### config.mk
export PLATFORM = sky130hd
export DESIGN_NAME = if_fetch_queue
export DESIGN_NICKNAME = d
export VERILOG_FILES = /design/src/rtl/if_fetch_queue.sv
export SDC_FILE = /design/constraint.sdc
export NUM_CORES = 1
export LEC_CHECK = 0
export CAP_MARGIN = 0
export CORE_ASPECT_RATIO = 0.5
export CORE_UTILIZATION = 54
export CTS_CLUSTER_SIZE = 20
export DETAILED_ROUTE_END_ITERATION = 8
export PLACE_DENSITY_LB_ADDON = 0.12
export SLEW_MARGIN = 25
export SYNTH_ARGS = -nofsm -noshare
export SYNTH_HDL_FRONTEND = slang
export SYNTH_SLANG_ARGS = --single-unit
### constraint.sdc
create_clock -name clk -period 3.45 [get_ports clk]
set_input_delay 0.5175 -clock clk [delete_from_list [all_inputs] [get_ports clk]]
set_output_delay 0.5175 -clock clk [all_outputs]
set_load 0.005 [all_outputs]
### src/rtl/if_fetch_queue.sv
// Instruction-fetch stage: owns the fetch PC, keeps one memory read in flight, and
// buffers returned words with their PC in a small FIFO whose head feeds IF/ID.
module if_fetch_queue #(
    parameter int unsigned DEPTH    = 4,
    parameter logic [31:0] RESET_PC = 32'h0000_0000,
    parameter logic [31:0] NOP      = 32'h0000_0013
) (
    input  logic        clk,
    input  logic        Reset,
    output logic        imem_req,
    output logic [31:0] imem_addr,
    input  logic        imem_rvalid,
    input  logic [31:0] imem_rdata,
    input  logic        redirect,
    input  logic [31:0] redirect_target,
    input  logic        id_LE,
    output logic        instr_valid,
    output logic [31:0] instr_out,
    output logic [31:0] pc_out,
    output logic [31:0] pc4_out
);
    localparam int AW = $clog2(DEPTH);

    typedef enum logic [1:0] {
        S_FETCH,
        S_WAIT,
        S_DISCARD
    } state_t;

    state_t        state_q, state_d;
    logic [31:0]   fetch_pc_q, fetch_pc_d;
    logic [31:0]   req_pc_q, req_pc_d;
    logic [AW-1:0] rd_ptr_q, rd_ptr_d;
    logic [AW-1:0] wr_ptr_q, wr_ptr_d;
    logic [AW:0]   count_q, count_d;

    logic [31:0]   entry_instr_q [DEPTH];
    logic [31:0]   entry_pc_q    [DEPTH];

    logic space;
    logic issue;
    logic push;
    logic pop;

    assign instr_valid = (count_q != '0);
    assign instr_out   = instr_valid ? entry_instr_q[rd_ptr_q] : NOP;
    assign pc_out      = instr_valid ? entry_pc_q[rd_ptr_q] : 32'h0;
    assign pc4_out     = instr_valid ? entry_pc_q[rd_ptr_q] + 32'd4 : 32'h0;

    assign imem_req  = issue;
    assign imem_addr = fetch_pc_q;

    always_comb begin
        // An in-flight read already owns a slot, so it counts against the space check.
        space = ({1'b0, count_q} + {{(AW + 1){1'b0}}, (state_q != S_FETCH)}) < (AW + 2)'(DEPTH);
        issue = !Reset && !redirect && space &&
                ((state_q == S_FETCH) || ((state_q == S_WAIT) && imem_rvalid));
        push  = !redirect && (state_q == S_WAIT) && imem_rvalid;
        pop   = !redirect && instr_valid && id_LE;

        state_d    = state_q;
        fetch_pc_d = fetch_pc_q;
        req_pc_d   = req_pc_q;
        rd_ptr_d   = rd_ptr_q;
        wr_ptr_d   = wr_ptr_q;
        count_d    = count_q;

        if (redirect) begin
            fetch_pc_d = redirect_target & ~32'h3;
            rd_ptr_d   = '0;
            wr_ptr_d   = '0;
            count_d    = '0;
            state_d    = ((state_q != S_FETCH) && !imem_rvalid) ? S_DISCARD : S_FETCH;
        end else begin
            unique case (state_q)
                S_FETCH:   state_d = issue ? S_WAIT : S_FETCH;
                S_WAIT:    state_d = (imem_rvalid && !issue) ? S_FETCH : S_WAIT;
                S_DISCARD: state_d = imem_rvalid ? S_FETCH : S_DISCARD;
                default:   state_d = S_FETCH;
            endcase

            if (issue) begin
                fetch_pc_d = fetch_pc_q + 32'd4;
                req_pc_d   = fetch_pc_q;
            end
            if (push) begin
                wr_ptr_d = wr_ptr_q + AW'(1);
            end
            if (pop) begin
                rd_ptr_d = rd_ptr_q + AW'(1);
            end
            unique case ({push, pop})
                2'b10:   count_d = count_q + (AW + 1)'(1);
                2'b01:   count_d = count_q - (AW + 1)'(1);
                default: count_d = count_q;
            endcase
        end
    end

    always_ff @(posedge clk) begin
        if (Reset) begin
            state_q    <= S_FETCH;
            fetch_pc_q <= RESET_PC;
            req_pc_q   <= RESET_PC;
            rd_ptr_q   <= '0;
            wr_ptr_q   <= '0;
            count_q    <= '0;
        end else begin
            state_q    <= state_d;
            fetch_pc_q <= fetch_pc_d;
            req_pc_q   <= req_pc_d;
            rd_ptr_q   <= rd_ptr_d;
            wr_ptr_q   <= wr_ptr_d;
            count_q    <= count_d;
        end
    end

    // Entry contents need no reset: they are only visible while count is non-zero.
    always_ff @(posedge clk) begin
        if (push && !Reset) begin
            entry_instr_q[wr_ptr_q] <= imem_rdata;
            entry_pc_q[wr_ptr_q]    <= req_pc_q;
        end
    end

endmodule

==> key figures, run 1 <==
Placement
  – Gpl congestion: 0.8616
  – # placed instances: 1462
  – Post-detail-place hpwl: 20020 um
  – Number of port buffers: between 150 and 200

Route
  – First-pass iteration count of the detailed router: 5
  – WL per Instance: roughly 20 um
  – Drt via density: between 5 and 6
  – Vias post-DR: 8849
  – Post-route antenna net violation count: 0
  – DRC violations left: 0
  – WL final: 31610 um
  – Drt first-iter violations: 606

Logic synthesis
  – Average cell area after synthesis: 14.28 um2
  – Proportion of netlist area held by the largest area contributor: 55.48%
  – Largest cells by area after synthesis: sky130_fd_sc_hd__edfxtp_1, sky130_fd_sc_hd__dfxtp_1, sky130_fd_sc_hd__mux4_2, sky130_fd_sc_hd__and2_1, sky130_fd_sc_hd__nand2_1
  – Share of synthesized flip-flops with an asynchronous set or reset: 0%
  – Cell count after synthesis: 940
  – Predominant post-synthesis flop cell: sky130_fd_sc_hd__edfxtp_1
  – Yosys top cell by area: sky130_fd_sc_hd__edfxtp_1
  – Sequential share of the synthesized area: 66.07%
  – Most used standard cell by instance count after synthesis: sky130_fd_sc_hd__edfxtp_1
  – Number of synthesized flops with an enable pin: 248
  – Number of distinct library cells after synthesis: 51
  – Flops & latches, synth: ~320
  – Syn. warnings: 0
  – Most used standard cells in the synthesized netlist: sky130_fd_sc_hd__edfxtp_1, sky130_fd_sc_hd__nand2_1, sky130_fd_sc_hd__dfxtp_1
  – Combined area of all synthesized cells: 13420 um2

Setup path
  – Data required, critical path: 2930 ps
  – Nature of the critical path startpoint: flip-flop
  – R2r worst-path depth: 9
  – Arrival time at the worst endpoint: between 2000 and 3000 ps
  – Endpoint class of the critical path: output port
  – Setup Crit Path Kind: flip-flop to output port
  – Max Fanout on Critical Path: 8

Floorplanning
  – Placeable core region: 24170 um2
  – Chip Height: 113.5 um
  – Total Die Area: ~26000 um2
  – # rows: 40
  – Initial core utilization: 55.53%
  – Die boundary width: 225.0 um
  – Top-level I/O count: a little under 200

Pwr
  – Part of the total power dissipated in the clock network: 40.8%
  – Reg power frac: 55.1%
  – Fraction of power spent switching nets: 19.91%
  – Peak VDD IR: 342.3 uV
  – Internal cell power: around 0.006 W
  – Psw: roughly 0.0015 W
  – LEAKAGE: 6.107 nW
  – Combinational power share: 4.1%
  – Power density of the placed cells: 437.1 nW/um2

STA
  – Total Negative Setup Slacks: -49.74 ps
  – Transition time of the tightest slew-check pin: 646.4 ps
  – Hold Slack: 254.2 ps
  – Relative max-transition margin: between 50% and 60%
  – Min Clock Period, post-route: about 3500 ps
  – RSZ-0062 raised after global routing: yes
  – Final worst clock skew: 12.38 ps
  – Final max-slew violation count: 0
  – Number of setup violations in the final report: 4
  – Upper clock frequency limit: slightly below 0.3 GHz
  – Final setup margin: -17.70 ps
  – Number of failing hold endpoints at the final stage: 0
  – Final worst-path cycle share: 100.5%

Clock network
  – CTS tree: done
  – Clock latency at the later pin of the worst-skew pair: 540 ps
  – Clock buffer depth: 3
  – Count of hold-fix buffers inserted at cts: 0
  – CTS clock-pin slew for the worst setup and hold paths: 70 ps
  – # clock sinks: approximately 320
  – Number of buffers added by the clock tree synthesis step: 27
  – CTS root buffer: sky130_fd_sc_hd__clkbuf_16
  – Level count of the clock H-tree: 1

Layout
  – Fill cell total of the finished layout: 1569
  – Area growth from synthesis to final layout: 30.20%
  – Layout net count: ~1300
  – Fraction of layout cells with a size suffix above 1: 22.19%
  – Non-filler instance count after layout: 1557
  – Diode count: 0
  – Utilization after layout: 72.30%

GRT
  – Overflow left after global routing: 0
  – Total routing resource utilization after global routing: 24.47%
  – Via count of the first global-routing pass: 8757
  – Peak-usage layer in the global routing report: met2
  – Pin count of the biggest net entering global routing: 66
  – Met2 track utilization from global routing: 40.62%
  – Global-route wire length before repair: 48020 um
  – Antenna violations before repair: 0
  – GR met3 Demand/Resource: 3.581%
  – Global routing usage on met1: 34.75%

Status
  – Violations in the final reports: negative setup slack
  – Run status: complete, but fails checks

Worst hold path
  – Worst Hold Class: primary input to flip-flop
  – Min-Delay Path Depth: 3

Job
  – Max-capacitance violation count: 0
==> area by class of cell <==
class / instances / area (um2) / area share, %
flip-flops and latches: 319 / 8876 / 50.79
multi-input cells: 549 / 4438 / 25.39
repair buffers: 288 / 2765 / 15.82
clock buffers: 39 / 817.0 / 4.675
well taps: 336 / 420.4 / 2.405
clock inverters: 10 / 96.34 / 0.5513
inverters: 16 / 63.81 / 0.3651
==> stage by stage <==
stage	worst slack (ps)	area (um2)	power, W
2_1_floorplan	209.5	13440	0.004407
6_report	-17.70	17480	0.007639
5_1_grt	-119.3	17480	0.007875
3_3_place_gp	-48.74	15980	0.004590
4_1_cts	-236.6	17280	0.007688
3_5_place_dp	-96.88	15980	0.004602
==> flip-flops by register name, indices dropped and copies added, names as in the netlist, named ones only <==
name           count
entry_instr_q    128
entry_pc_q       120
imem_addr         30
req_pc_q          30
count_q            3
rd_ptr_q           2
state_q            2
wr_ptr_q           2
==> power groups by stage <==
stage	Clock (W)	Combinational (W)	Sequential (W)
after CTS	0.00317	0.000311	0.00421
after detailed placement	0	0.000308	0.00429
final	0.00312	0.000311	0.00421
after floorplan	0	0.000128	0.00428
after global placement	0	0.000298	0.00429
after global routing	0.00332	0.000340	0.00421
==> critical path, cell delays in order (launching register included) <==
cell                       delay [ps]
sky130_fd_sc_hd__dfxtp_4          390
sky130_fd_sc_hd__buf_12           150
sky130_fd_sc_hd__mux4_2           390
sky130_fd_sc_hd__nand3_4          110
sky130_fd_sc_hd__or4_4            620
sky130_fd_sc_hd__buf_6            150
sky130_fd_sc_hd__nor3_4           180
sky130_fd_sc_hd__mux2_4           310
sky130_fd_sc_hd__clkbuf_2         110
==> placed cells by master, fill, tap and decap left out, types with 5 or more instances in the layout <==
master / synthesis / layout
sky130_fd_sc_hd__edfxtp_1: 248 / 248
sky130_fd_sc_hd__clkdlybuf4s50_1: 0 / 163
sky130_fd_sc_hd__nand2_1: 91 / 89
sky130_fd_sc_hd__buf_4: 6 / 73
sky130_fd_sc_hd__dfxtp_1: 71 / 69
sky130_fd_sc_hd__and2_1: 67 / 63
sky130_fd_sc_hd__mux4_2: 53 / 61
sky130_fd_sc_hd__nor2_1: 60 / 58
sky130_fd_sc_hd__a21oi_1: 56 / 52
sky130_fd_sc_hd__clkbuf_16: 0 / 30
sky130_fd_sc_hd__o21ai_0: 26 / 25
sky130_fd_sc_hd__a31oi_1: 18 / 18
sky130_fd_sc_hd__nand4_1: 16 / 16
sky130_fd_sc_hd__nand3_1: 19 / 16
sky130_fd_sc_hd__inv_1: 15 / 14
sky130_fd_sc_hd__buf_6: 2 / 14
sky130_fd_sc_hd__xnor2_1: 12 / 12
sky130_fd_sc_hd__xor2_1: 11 / 11
sky130_fd_sc_hd__clkbuf_2: 0 / 11
sky130_fd_sc_hd__buf_12: 1 / 11
sky130_fd_sc_hd__dlygate4sd2_1: 0 / 10
sky130_fd_sc_hd__mux2_4: 0 / 7
sky130_fd_sc_hd__a32oi_1: 7 / 7
sky130_fd_sc_hd__or3_1: 7 / 6
sky130_fd_sc_hd__and3_1: 8 / 6
sky130_fd_sc_hd__nor3_1: 13 / 6
sky130_fd_sc_hd__ha_1: 7 / 6
sky130_fd_sc_hd__conb_1: 1 / 6
sky130_fd_sc_hd__nor3_4: 0 / 5
sky130_fd_sc_hd__a211oi_1: 5 / 5
sky130_fd_sc_hd__clkinv_2: 0 / 5
==> metal layers <==
metal / share of wire, % / up-vias / wire (um)
met1: 44 / 4431 / 13910
met4: 1.8 / 0 / 581
met2: 49 / 303 / 15410
met3: 5.4 / 43 / 1703
met5: 0 / - / 0
li1: - / 4072 / -
==> worst paths after layout <==
| path | end | slack (ps) | from |
|---|---|---|---|
| worst min-delay path | state_q[0] | 250 | Reset |
| worst max register to register | count_q[1] | 780 | count_q[2] |
| worst max-delay path | pc4_out[29] | -20 | flip-flop |
| worst min register to register | req_pc_q[9] | 500 | req_pc_q[9] |
==> logic make-up after synthesis <==
| group | Yosys count | share of synthesized area (%) |
|---|---|---|
| mux | 75 | 11.73 |
| simple gates | 312 | 11.75 |
| compound gates | 124 | 5.416 |
| flops | 319 | 66.07 |
| fa+ha+maj | 8 | 0.8016 |
| buf+inv | 78 | 2.703 |
| other cells | 1 | 0.02794 |
| xor+xnor | 23 | 1.501 |
==> repair_timing <==
| action | in CTS | in global routing |
|---|---|---|
| endpoints found under the hold margin | 0 | 0 |
| cloned | 1 | 0 |
| resized for setup | 96 | 50 |
| setup buffers | 28 | 18 |
| pin swaps | 19 | 21 |
| setup endpoints to repair | 28 | 49 |
Note: power is estimated with default switching activity, not from simulation.
==> inputs of run 2 (changes only) <==
- SLEW_MARGIN: 25 -> 10
==> results of run 2 <==
Final layout, timing and power as in run 1 (identical DEF).
